## src/rtl/float_mult_seq.sv

```systemverilog
// Sequential IEEE-754 single multiplier: 24-step shift-add mantissa product over valid/ready.
// Define FLOAT_MUL_RNE_EN for round-to-nearest-even; default build truncates toward zero.
module float_mult_seq (
  input  logic        clk,
  input  logic        rst_n,
  input  logic [31:0] A,
  input  logic [31:0] B,
  input  logic        in_valid,
  output logic        in_ready,
  output logic [31:0] result,
  output logic        out_valid,
  input  logic        out_ready
);

  typedef enum logic [1:0] {IDLE, MUL, NORM, DONE} state_t;

  state_t             state, state_nx;
  logic [23:0]        ma, mb;
  logic               sign;
  logic signed [9:0]  exp_r;
  logic [4:0]         cnt;
  logic [47:0]        acc;
  logic [31:0]        res_r;

  logic        a_zero, a_inf, a_nan, b_zero, b_inf, b_nan, special;
  logic [31:0] spec_res;

  // Denormal operands (exp==0) are flushed to zero before classification.
  always_comb begin
    a_zero   = (A[30:23] == 8'h00);
    a_inf    = (A[30:23] == 8'hFF) && (A[22:0] == '0);
    a_nan    = (A[30:23] == 8'hFF) && (A[22:0] != '0);
    b_zero   = (B[30:23] == 8'h00);
    b_inf    = (B[30:23] == 8'hFF) && (B[22:0] == '0);
    b_nan    = (B[30:23] == 8'hFF) && (B[22:0] != '0);
    special  = a_zero | a_inf | a_nan | b_zero | b_inf | b_nan;
    spec_res = {A[31] ^ B[31], 31'h0};
    if (a_nan || b_nan || (a_inf && b_zero) || (a_zero && b_inf))
      spec_res = 32'h7FC00000;
    else if (a_inf || b_inf)
      spec_res = {A[31] ^ B[31], 8'hFF, 23'h0};
  end

  logic [22:0]       frac_t, frac_f;
  logic signed [9:0] e_t, e_f;
  logic [31:0]       norm_res;
`ifdef FLOAT_MUL_RNE_EN
  logic              guard, sticky;
  logic [23:0]       rnd;
`endif

  always_comb begin
    if (acc[47]) begin
      frac_t = acc[46:24];
      e_t    = exp_r + 10'sd1;
    end else begin
      frac_t = acc[45:23];
      e_t    = exp_r;
    end
`ifdef FLOAT_MUL_RNE_EN
    guard  = acc[47] ? acc[23] : acc[22];
    sticky = acc[47] ? (|acc[22:0]) : (|acc[21:0]);
    rnd    = {1'b0, frac_t} + {23'h0, guard & (sticky | frac_t[0])};
    // A carry out leaves frac at zero, which is exactly the renormalised 1.0.
    frac_f = rnd[22:0];
    e_f    = rnd[23] ? (e_t + 10'sd1) : e_t;
`else
    frac_f = frac_t;
    e_f    = e_t;
`endif
    if (e_f >= 10'sd255)
      norm_res = {sign, 8'hFF, 23'h0};
    else if (e_f <= 10'sd0)
      norm_res = {sign, 31'h0};
    else
      norm_res = {sign, e_f[7:0], frac_f};
  end

  always_ff @(posedge clk or negedge rst_n) begin
    if (!rst_n) state <= IDLE;
    else        state <= state_nx;
  end

  always_comb begin
    state_nx = state;
    case (state)
      IDLE: if (in_valid) state_nx = special ? DONE : MUL;
      MUL:  if (cnt == 5'd23) state_nx = NORM;
      NORM: state_nx = DONE;
      DONE: if (out_ready) state_nx = IDLE;
      default: state_nx = IDLE;
    endcase
  end

  always_comb begin
    in_ready  = (state == IDLE);
    out_valid = (state == DONE);
    result    = res_r;
  end

  always_ff @(posedge clk or negedge rst_n) begin
    if (!rst_n) begin
      ma    <= '0;
      mb    <= '0;
      sign  <= 1'b0;
      exp_r <= '0;
      cnt   <= '0;
      acc   <= '0;
      res_r <= '0;
    end else begin
      case (state)
        IDLE: if (in_valid) begin
          sign  <= A[31] ^ B[31];
          ma    <= {1'b1, A[22:0]};
          mb    <= {1'b1, B[22:0]};
          exp_r <= $signed({2'b00, A[30:23]}) + $signed({2'b00, B[30:23]}) - 10'sd127;
          acc   <= '0;
          cnt   <= '0;
          if (special) res_r <= spec_res;
        end
        MUL: begin
          if (mb[cnt]) acc <= acc + ({24'h0, ma} << cnt);
          cnt <= (cnt == 5'd23) ? 5'd0 : cnt + 5'd1;
        end
        NORM: res_r <= norm_res;
        default: ;
      endcase
    end
  end

endmodule

```

## config.mk

```make
export PLATFORM = sky130hd
export DESIGN_NAME = float_mult_seq
export DESIGN_NICKNAME = d
export VERILOG_FILES = /design/src/rtl/float_mult_seq.sv
export SDC_FILE = /design/constraint.sdc
export NUM_CORES = 1
export LEC_CHECK = 0
export ABC_AREA = 1
export CAP_MARGIN = 20
export CORE_UTILIZATION = 50
export CTS_CLUSTER_SIZE = 25
export DETAILED_ROUTE_END_ITERATION = 12
export PLACE_DENSITY = 0.75
export SYNTH_ARGS = -nofsm -noshare
export SYNTH_HDL_FRONTEND = slang
export SYNTH_SLANG_ARGS = --single-unit
export TNS_END_PERCENT = 10
```

## constraint.sdc

```tcl
create_clock -name clk -period 3.7 [get_ports clk]
set_clock_uncertainty 0.15 [all_clocks]
set_input_delay 0.74 -clock clk [delete_from_list [all_inputs] [get_ports clk]]
set_output_delay 0.74 -clock clk [all_outputs]
set_load 0.03 [all_outputs]
```

# After elaboration in Yosys (flattened, before gate mapping)
# Index checks and enable logic that the tools add are counted.
[totals]
in_bits = 68
n_memories = 0
latchBits = 0
rom_bits = 0
ram_bits = 0
regBits = 146
output_inout_bits = 34
elab_cells = 80
[classes]
bitwise = 6
order_cmp = 3
mul = 0
addsub = 5
shift = 1
n_reduce_logical = 24
n_div = 0
eq_ne = 11
mux = 22
[op_table]
columns = ["cell", "n"]
rows = [
  ["$mux W32", 3],
  ["$mux W48", 2],
  ["$pmux W48 S2", 1],
  ["$mux W31", 3],
  ["$pmux W32 S2", 1],
  ["$add A48 B48 Y48", 1],
  ["$shl A24 B5 Y48", 1],
  ["$logic_not A23 Y1", 2],
  ["$reduce_bool A23 Y1", 2],
  ["$mux W23", 1],
  ["$eq A8 B8 Y1 const B", 2],
  ["$logic_not A8 Y1", 2],
  ["$add A10 B2 Y10 const B", 1],
  ["$ge A10 B9 Y1 const B", 1],
  ["$le A10 B1 Y1 const B", 1],
  ["$mux W10", 1],
  ["$mux W5", 2],
  ["$pmux W5 S2", 1],
  ["$sub A9 B7 Y10 const B", 1],
  ["$add A8 B8 Y9", 1],
  ["$reduce_and A3 Y1", 3],
  ["$mux W2", 4],
  ["$pmux W2 S4", 1],
  ["$logic_and A1 B1 Y1", 6],
  ["other kinds (15)", 28],
]

# Depth between registers and ports, before layout
[logic_depth]
word_depth = 10
mapped_depth = 29

# Worst setup path after synthesis
# Ideal clock, no wire load.
[synth_path]
path_kind = "register to register"
start = "register cnt[0]"
end = "register acc[38]"
required_ps = 3433
setup_time_ps = 117
arrival_ps = 2942
path_slack_ps = 490
stages_incl_launch_ff = 25
cell_sequence = "dfrtp_1 -> buf_4 -> inv_1 -> buf_4 -> buf_2 -> nand2_1 -> nand2_1 -> o21ai_0 -> nor2_1 -> a31oi_1 -> nand2_1 -> o21ai_0 -> o21ai_0 -> ha_1 -> nand2_1 -> nor2_1 -> inv_1 -> nor3_1 -> nand3b_1 -> nand3_1 -> nand2_1 -> nand2_1 -> nand2_1 -> nand3_1 -> nand2_1"
[synth_between]
elab_chain_cells = 4
word_cells_on_any_way = 8
cone_classes = "1 x add/sub; 1 x eq/ne; 1 x shift; 4 x mux; 1 x reduce/logical"
[synth_rtl]
columns = ["item", "line", "source"]
rows = [
  ["from (decl)", "21", "logic [4:0] cnt;"],
  ["from (signal assigned)", "123", "cnt <= (cnt == 5'd23) ? 5'd0 : cnt + 5'd1;"],
  ["$shl A24 B5 Y48 or $bmux W1 S5 (tied branches)", "122", "if (mb[cnt]) acc <= acc + ({24'h0, ma} << cnt);"],
  ["$add A48 B48 Y48 or $mux W1 (tied branches)", "122", ""],
  ["$mux W48 or $ne A2 B2 Y1 (tied branches)", "-", ""],
  ["$pmux W48 S2 or $reduce_and A3 Y1 (tied branches)", "-", ""],
  ["to (signal assigned)", "122", ""],
  ["to (decl)", "22", "logic [47:0] acc;"],
]
# Parallel ways exist; a longest one is shown, timed or not. The select of a mux whose other input is x is not followed.
# A chain may end at the register's enable or synchronous reset.

# Worst setup path in the final report
[layout_path]
start = "register cnt[0]"
end = "register acc[46]"
# The elaborated chain is that of the path after synthesis.

==> metrics.cfg <==
[outcome]
outcome=finished, final reports clean

[hold_path]
hp-class=in -> async

[clock_network]
insertion_delay_ns=0.45
numCtsBuffers=17
clk_pin_slew_worst_paths_ns=0.08
cts_root_buf=clkbuf_16
cts_num_sinks=145
cts_tree=built
cts_buffer_depth=2
cts_max_level=4

[routing]
drt-initial-drc-count=968
dr.pass1.iters=5
ant_nets=0
vias=13600
drt-total-wl_um=41100
vias_per_cell=5.31
remaining_drc_errors=0
avgRoutedWirePerCell_um=16.0

[cells_and_area]
layout_common_cells=nand2_1, inv_1, nor2_1, dfrtp_1, buf_4
utilization_pct=64.2
nets=2370
final_common_cell=nand2_1
drive_above_1_share_pct=13.8
fin_area_mm2=0.0157
final_cells=2568
area_growth_pct=25.5
antennaDiodeCount=0

[logic_synthesis]
synth.area.mux_share_pct=0.560
synth_edf_count=0
synth_top_family_by_area=simple AND/OR/NAND/NOR gates
ys.flop_type=dfrtp_1
synth-xor-area-share_pct=1.53
ys_types=40
synth_nets=2190
ys_seq_elements=145
synth_simple_gate_area_share_pct=38.1
synth_compound_area_share_pct=13.1
async_flop_share_pct=100
netlist_area_mm2=0.0125
avgSynthCellArea_um2=6.10
netlist_instances=2052
ys_seq_area_share_pct=29.0
yosys_warnings=0
synthAdderAreaFrac_pct=7.12

[sta]
worst_slew_pin_slew_ns=0.814
setup_slack_ns=0.120
finalHoldViolations=0
tns_ns=0
fmax_mhz=279
setup_viol=0
relSlewSlack_pct=45.7
period_minus_slack_ns=3.58
rsz0062_at_grt=true
finalMaxSlewViolations=0
holdWs_ns=0.175
finalCritPeriodShare_pct=96.8

[setup_path]
path_max_fanout=22
start_kind=flip-flop
critPathKind=reg -> reg
required_ns=3.92
worstPathArrival_ns=3.80
end_kind=flip-flop

[global_route]
grt_usage_pct=33.1
grt_pass1_vias=12900
grt_antenna_before_repair=0
grt_max_degree=71
grt_pass1_wl_um=66600
gr-total-overflow=0

[floorplanning]
die_x_um=160
fp.coreArea_mm2=0.0245
initial_core_util_pct=51.2
io-pin-count=102
die_area_mm2=0.0257
die_h_um=160
rows=57

[placed_design]
dpl-instance-area_mm2=0.0145
gp_congestion=1.03
dp_cells=2526
dp_hpwl_um=32400
port_buffers=101
pre_cts_ws_ns=-0.0541

[run]
max-cap-violations=0

[pwr]
p_leak_nw=8.12
vdd_ir_drop_max_mv=0.365
power_density_mw_per_mm2=784
power_mw=12.3

-- synthesized netlist by cell type (18+ instances only) --
cell type | instances | area [um2]
a21oi_1 | 92 | 460
clkbuf_1 | 37 | 139
dfrtp_1 | 145 | 3630
ha_1 | 68 | 851
inv_1 | 262 | 983
nand2_1 | 763 | 2860
nand3_1 | 119 | 596
nand4_1 | 23 | 144
nor2_1 | 190 | 713
nor3_1 | 21 | 105
o21ai_0 | 162 | 811
o21ai_1 | 21 | 105
xnor2_1 | 18 | 158
-- flip-flops by register name, indices dropped and copies added, names as in the netlist --
signal and flops:
sign 1, mb 23, ma 24, exp_r 10, acc 48, cnt 5, state 2, result 32
-- final timing paths --
kind,from,end,slack (ns),depth (start not counted)
hold / removal,rst_n,acc[1],0.18,1
max in group asynchronous,rst_n,result[5],2.46,2
setup / recovery,cnt[0],acc[46],0.12,23
min in group clk,result[31],result[31],0.33,2
setup reg to reg,cnt[0],acc[46],0.12,23
hold reg to reg,result[31],result[31],0.33,2
-- critical path, cell delays in order (launching register included) --
cell     delay, ns
dfrtp_1       0.42
inv_2         0.09
buf_12        0.15
nand2_1       0.05
and2_1        0.14
nand2_1       0.05
nand2_1       0.06
nor2_1        0.12
a31oi_2       0.06
buf_4         0.14
nand2_1       0.05
o21ai_0       0.11
buf_4         0.17
nor2_2        0.22
ha_1          0.34
inv_1         0.10
o21ai_0       0.15
nor2_1        0.22
o21ai_0       0.15
a21oi_1       0.22
nand3_1       0.10
nand2_1       0.07
nand3_1       0.07
nand2_1       0.09
-- cells by family after synthesis --
kind of cell    count (synthesis)
flops                         145
compound gates                312
mux                             7
fa+ha+maj                      70
xor+xnor                       21
buf+inv                       331
simple gates                 1166
-- layout make-up --
type | count | area [um2]
clock buffer | 17 | 425
tap | 324 | 405
multi-input combinational | 1576 | 8040
timing repair buffer | 229 | 2060
fill | 2403 | 8750
clock inverter | 14 | 171
sequential | 145 | 3630
inverter | 263 | 987
-- routing by layer --
metal  global-route usage [%]  wire (um)  up-vias
li1                         -          -     6892
met1                     45.0      19000     6306
met2                     55.0      19000      371
met3                     3.58       1870       64
met4                     10.6       1160        0
met5                        0          0        -
-- power by group --
part           total, mW  leakage, nW  internal (mW)  switching [mW]
sequential          2.42         1.89           2.06           0.355
combinational       8.05         5.95           3.07            4.98
clock               1.85        0.282           1.01           0.837
-- what timing repair did --
action	in CTS	in global routing
gates cloned	0	0
resized for setup	4	189
setup buffers	0	11
hold buffers	0	0
setup endpoints to repair	7	37
pin swaps	0	28
Note: power is estimated with default switching activity, not from simulation.
